`src/rtl/sum_accum_if.sv`:
```
// sum_accum_if: upstream beat stream, result handshake and status for sum_accum.
interface sum_accum_if #(
  parameter int IN_WIDTH  = 33,
  parameter int CNT_WIDTH = 8
);
  localparam int ACC_WIDTH = IN_WIDTH + CNT_WIDTH;
  logic                 iStart;
  logic [CNT_WIDTH-1:0] iLen;
  logic                 iValid;
  logic [IN_WIDTH-1:0]  iData;
  logic                 oReady;
  logic                 oValid;
  logic                 iReady;
  logic [ACC_WIDTH-1:0] oData;
  logic [CNT_WIDTH-1:0] oCount;
  logic                 oBusy;
  modport master (
    output iStart, iLen, iValid, iData, iReady,
    input  oReady, oValid, oData, oCount, oBusy
  );
  modport slave (
    input  iStart, iLen, iValid, iData, iReady,
    output oReady, oValid, oData, oCount, oBusy
  );
endinterface

```
`src/rtl/sum_accum.sv`:
```
// sum_accum: accumulates a burst of iLen unsigned sums, then holds the total until taken.
module sum_accum #(
  parameter int IN_WIDTH  = 33,
  parameter int CNT_WIDTH = 8
) (
  input logic iClk,
  input logic iRst,
  sum_accum_if.slave bus
);
  localparam int ACC_WIDTH = IN_WIDTH + CNT_WIDTH;
  typedef enum logic [1:0] {IDLE, ACCUM, DONE} state_t;
  state_t               r_state, w_next;
  logic [ACC_WIDTH-1:0] r_acc;
  logic [CNT_WIDTH-1:0] r_cnt, r_len;
  logic                 w_xfer, w_last;
  assign w_xfer = (r_state == ACCUM) && bus.iValid;
  assign w_last = w_xfer && (CNT_WIDTH'(r_cnt + 1'b1) == r_len);
  always_ff @(posedge iClk or posedge iRst)
    if (iRst) r_state <= IDLE;
    else      r_state <= w_next;
  always_comb begin
    w_next = r_state;
    w_next = r_state == IDLE  ? (bus.iStart ? (bus.iLen == '0 ? DONE : ACCUM) : IDLE) :
             r_state == ACCUM ? (w_last ? DONE : ACCUM) :
             r_state == DONE  ? (bus.iReady ? IDLE : DONE) : IDLE;
  end
  // Accumulator is wide enough for the longest burst, so no wrap handling.
  always_ff @(posedge iClk or posedge iRst)
    if (iRst) begin
      r_acc <= '0;
      r_cnt <= '0;
      r_len <= '0;
    end else if (r_state == IDLE && bus.iStart) begin
      r_acc <= '0;
      r_cnt <= '0;
      r_len <= bus.iLen;
    end else if (w_xfer) begin
      r_acc <= r_acc + ACC_WIDTH'(bus.iData);
      r_cnt <= r_cnt + 1'b1;
    end
  assign bus.oReady = r_state == ACCUM;
  assign bus.oValid = r_state == DONE;
  assign bus.oBusy  = r_state != IDLE;
  assign bus.oData  = r_acc;
  assign bus.oCount = r_cnt;
endmodule

```
`src/flat_wrapper.sv`:
```
// flat-port wrapper written by rule: the top's interface ports become plain ports
module sum_accum_flat 
#(
  parameter int IN_WIDTH  = 33,
  parameter int CNT_WIDTH = 8
)
  (iClk, iRst, bus_iStart, bus_iLen, bus_iValid, bus_iData, bus_iReady, bus_oReady, bus_oValid, bus_oData, bus_oCount, bus_oBusy);
  sum_accum_if #(.IN_WIDTH(IN_WIDTH), .CNT_WIDTH(CNT_WIDTH)) bus_i ();
  input logic iClk;
  input logic iRst;
  input wire logic [$bits(bus_i.iStart)-1:0] bus_iStart;
  input wire logic [$bits(bus_i.iLen)-1:0] bus_iLen;
  input wire logic [$bits(bus_i.iValid)-1:0] bus_iValid;
  input wire logic [$bits(bus_i.iData)-1:0] bus_iData;
  input wire logic [$bits(bus_i.iReady)-1:0] bus_iReady;
  output wire logic [$bits(bus_i.oReady)-1:0] bus_oReady;
  output wire logic [$bits(bus_i.oValid)-1:0] bus_oValid;
  output wire logic [$bits(bus_i.oData)-1:0] bus_oData;
  output wire logic [$bits(bus_i.oCount)-1:0] bus_oCount;
  output wire logic [$bits(bus_i.oBusy)-1:0] bus_oBusy;
  assign bus_i.iStart = bus_iStart;
  assign bus_i.iLen = bus_iLen;
  assign bus_i.iValid = bus_iValid;
  assign bus_i.iData = bus_iData;
  assign bus_i.iReady = bus_iReady;
  assign bus_oReady = bus_i.oReady;
  assign bus_oValid = bus_i.oValid;
  assign bus_oData = bus_i.oData;
  assign bus_oCount = bus_i.oCount;
  assign bus_oBusy = bus_i.oBusy;
  sum_accum #(.IN_WIDTH(IN_WIDTH), .CNT_WIDTH(CNT_WIDTH)) u_core (.iClk(iClk), .iRst(iRst), .bus(bus_i));
endmodule
```
`config.mk`:
```
export PLATFORM = sky130hd
export DESIGN_NAME = sum_accum_flat
export DESIGN_NICKNAME = d
export VERILOG_FILES = /design/src/rtl/sum_accum_if.sv /design/src/rtl/sum_accum.sv /design/src/flat_wrapper.sv
export SDC_FILE = /design/constraint.sdc
export NUM_CORES = 1
export LEC_CHECK = 0
export ABC_AREA = 1
export CORE_ASPECT_RATIO = 0.75
export CORE_UTILIZATION = 54
export DETAILED_ROUTE_END_ITERATION = 8
export GPL_TIMING_DRIVEN = 0
export HOLD_SLACK_MARGIN = 0.1
export PLACE_DENSITY = 0.94
export SLEW_MARGIN = 20
export SYNTH_ARGS = -nofsm -noshare
export SYNTH_HDL_FRONTEND = slang
export SYNTH_SLANG_ARGS = --single-unit
```
`constraint.sdc`:
```
create_clock -name iClk -period 2.7 [get_ports iClk]
set_input_delay 0.54 -clock iClk [delete_from_list [all_inputs] [get_ports iClk]]
set_output_delay 0.54 -clock iClk [all_outputs]
set_load 0.01 [all_outputs]
```
==> results.sh <==
export IMPL_gr_usage_all_layers_pct=33.6
export IMPL_postCtsSetupBuffers=0
export IMPL_cts_inserted_buffers=9
export IMPL_syn_avg_cell_area_um2=6.09
export IMPL_net_switching_power_uw=3870
export IMPL_criticalPathCategory="in -> reg"
export IMPL_timing_reg2reg_worst_path_depth=11
export IMPL_firstDrtPassIters=5
export IMPL_post_layout_total_power_uw=7810
export IMPL_cp_end_kind="flip-flop"
export IMPL_setup_violations_final=0
export IMPL_slew_of_the_pin_with_the_lowest_slew_margin_ns=0.512
export IMPL_syn_area_um2=5330
export IMPL_cts_sinks=59
export IMPL_synth_seq_area_share_pct=27.7
export IMPL_antenna_left=0
export IMPL_final_core_utilization_pct=73.0
export IMPL_path_delay_family="simple AND/OR/NAND/NOR gates"
export IMPL_synth_top_family_by_area="simple AND/OR/NAND/NOR gates"
export IMPL_number_of_flops_mapped_to_enable_cells_by_yosys=0
export IMPL_final_hold_viol_count=0
export IMPL_worst_ep_required_time_ns=2.92
export IMPL_slew_viol_final=0
export IMPL_synth_top_cells_by_area="dfrtp_1 28%, nand2_1 24%, inv_1 9.7%"
export IMPL_synth_adder_area_share_pct=8.36
export IMPL_crit_path_frequent_cell="nand2_1"
export IMPL_post_synth_most_frequent_cells="337 x nand2_1, 137 x inv_1, 87 x nor2_1, 59 x dfrtp_1, 43 x nand3_1"
export IMPL_holdWs_ns=0.485
export IMPL_power_share_combinational_pct=63.2
export IMPL_die_w_um=117
export IMPL_clock_root_buffer="clkbuf_16"
export IMPL_clk_latency_worst_skew_pair_ns=0.34
export IMPL_synthXorXnorAreaFrac_pct=1.41
export IMPL_tritoncts="built"
export IMPL_layout_drive_gt1_share_pct=6.57
export IMPL_via_count=6071
export IMPL_worst_path_largest_cell_delay_ns=0.46
export IMPL_boundaryPins=98
export IMPL_power_per_cell_area_nw_per_um2=1150
export IMPL_status="complete, no violations"
export IMPL_grt_pass1_vias=5418
export IMPL_cts_max_path_buffers=2
export IMPL_critical_path_slowest_cell="fa_1"
export IMPL_detailedPlacementHpwl_um=12500
export IMPL_design_core_area_um2=9310
export IMPL_cp_arrival_ns=2.79
export IMPL_p_sw_share_pct=49.6
export IMPL_critical_path_reg2reg_endpoint="u_core.bus.oData[28]$_DFFE_PP0P_"
export IMPL_route_detailed_drc=0
export IMPL_place_worst_setup_slack_ns=-0.134
export IMPL_timing_max_slew_rel_slack_pct=65.9
export IMPL_finalWorstSetupSlack_ns=0.135
export IMPL_overflow=0
export IMPL_fillCellCount=817
export IMPL_synth_nets=956
export IMPL_reg2reg_slack_ns=0.31
export IMPL_port_buffer_count=97
export IMPL_worst_path_max_fanout=4
export IMPL_place_congestion=0.989
export IMPL_worst_hold_path_type="in -> async"
export IMPL_final_setup_tns_ns=0
export IMPL_synth_compound_area_share_pct=10.0
export IMPL_design_die_area_um2=10300
export IMPL_area_fraction_of_the_dominant_cell_type_after_synthesis_pct=27.7
export IMPL_htree_num_levels=3
export IMPL_initialDrtViolationCount=612
export IMPL_post_synth_inst_count=875
export IMPL_synthFlopType="dfrtp_1"
export IMPL_num_antenna_cells=0
export IMPL_fin_skew_ns=0.0136
export IMPL_most_frequently_used_cell_type_in_the_post_synthesis_netlist="nand2_1"
export IMPL_grt_first_pass_wirelength_um=26100
export IMPL_cp_start_kind="input port"
export IMPL_synth_seq_cells=59
export IMPL_worstPathCellList="clkdlybuf4s50_1 -> ha_1 -> fa_1 -> inv_1 -> nor2_1 -> or2_2 -> nand2_1 -> nand3_2 -> nand2_1 -> nand3_1 -> nand3_1 -> nand2_1"
export IMPL_drt_vias_per_instance=5.44
export IMPL_synth_async_sr_flop_share_pct=100
export IMPL_fmax_mhz=390
export IMPL_clock_power_share_pct=15.4
export IMPL_flop_pwr_share_pct=21.4
export IMPL_grt_antenna_before_repair=0
export IMPL_critical_path_n_buffers_inverters=2
export IMPL_grt_setup_unrepaired="no"
export IMPL_finalNetCount=1065
export IMPL_post_synth_and_or_nand_nor_area_fraction_pct=41.6
export IMPL_netlist_cell_type_count=36
export IMPL_cts_hold_repair_buffers=0
export IMPL_fp_row_count=30
export IMPL_final_min_period_over_clock_period_pct=95.0
export IMPL_cap_violations=0
export IMPL_totalWireLength_um=16400
export IMPL_final_min_clock_period_ns=2.57
export IMPL_peakVddDrop_mv=0.554
export IMPL_route_detailed_wl_per_inst_um=14.7
export IMPL_cells_resized_by_post_cts_repair=0
export IMPL_area_delta_synth_final_pct=27.5
export IMPL_r2r_start="u_core.bus.oData[0]$_DFFE_PP0P_"
export IMPL_grt_max_degree=48
export IMPL_leakage_uw=0.00358
export IMPL_cts_reportedPaths_clkPinSlew_ns=0.06
export IMPL_synth_yosys_warnings=0
export IMPL_start_util_pct=57.2
export IMPL_internal_power_uw=3940
export IMPL_die_h_um=88.0
export IMPL_synthMuxAreaShare_pct=0
export IMPL_synth_largest_area_cell="dfrtp_1"
## power groups by stage
| stage | logic (uW) | registers, uW | clock network, uW |
|---|---|---|---|
| 3_5_place_dp | 4770 | 1660 | 0 |
| 6_report | 4940 | 1670 | 1200 |
| 5_1_grt | 5480 | 1710 | 1240 |
| 2_1_floorplan | 3020 | 1730 | 0 |
| 4_1_cts | 4820 | 1660 | 1200 |
| 3_3_place_gp | 4640 | 1640 | 0 |
## cells in the final DEF (no fill, tap or decap), drive strengths merged
master,Yosys,layout
clkbuf,2,13
clkinv,1,3
xnor2,2,2
a22o,2,2
o21ai,38,38
nand3b,5,5
nor4,9,9
nor2,97,97
inv,140,140
nor3,4,4
o31ai,1,1
bufinv,0,1
nand3,49,49
buf,8,9
nand2,352,352
xor2,4,4
a32o,3,3
nand4,6,6
clkdlybuf4s50,0,97
or2,4,4
o22ai,6,6
a21o,1,1
a31o,1,1
a21oi,41,41
dfrtp,59,59
xnor3,1,1
fa,1,1
ha,34,34
a31oi,1,1
clkinvlp,0,2
o21bai,3,3
## registers in the layout (all words and copies together) (netlist names)
name	count
u_core.bus.oCount	8
u_core.bus.oData	41
u_core.r_state	2
u_core.r_len	8
## final cells by class
| cell class | count | area [um^2] | area share (%) |
|---|---|---|---|
| Buffer | 10 | 52.6 | 0.773 |
| Clock buffer | 11 | 243 | 3.57 |
| Clock inverter | 5 | 62.6 | 0.921 |
| Inverter | 141 | 532 | 7.83 |
| Multi-Input combinational cell | 665 | 3270 | 48.1 |
| Sequential cell | 59 | 1480 | 21.7 |
| Tap cell | 128 | 160 | 2.36 |
| Timing Repair Buffer | 98 | 998 | 14.7 |
## through the flow
stage                     std cells  instance area (um^2)
after floorplan                 875                  5330
after global placement         1100                  6460
after detailed placement       1101                  6490
after global routing           1117                  6790
final                          1117                  6790
after CTS                      1117                  6790
## logic make-up after synthesis
group | count (synthesis)
compound gates | 97
xor+xnor | 7
fa+ha+maj | 35
buf+inv | 151
flops | 59
simple gates | 526
## routing by layer
metal | track usage [%] | routed length (um) | vias up
li1 | - | - | 2968
met1 | 48.0 | 7320 | 2731
met2 | 51.0 | 6930 | 337
met3 | 7.75 | 1880 | 35
met4 | 8.98 | 263 | 0
met5 | 0 | 0 | -
## how the worst max path moves through the flow
stage                       from                          endpoint  slack [ns]  cells after the start
finish              bus_iData[0]  u_core.bus.oData[28]$_DFFE_PP0P_        0.13                     12
floorplan           bus_iData[0]   u_core.bus.oData[4]$_DFFE_PP0P_        0.56                      7
CTS                 bus_iData[0]  u_core.bus.oData[28]$_DFFE_PP0P_        0.19                     12
global placement            iRst  u_core.bus.oData[29]$_DFFE_PP0P_       -0.43                      2
detailed placement  bus_iData[0]  u_core.bus.oData[28]$_DFFE_PP0P_       -0.13                     12
global route        bus_iData[0]  u_core.bus.oData[28]$_DFFE_PP0P_       0.003                     12
(Power assumes the default switching activity.)
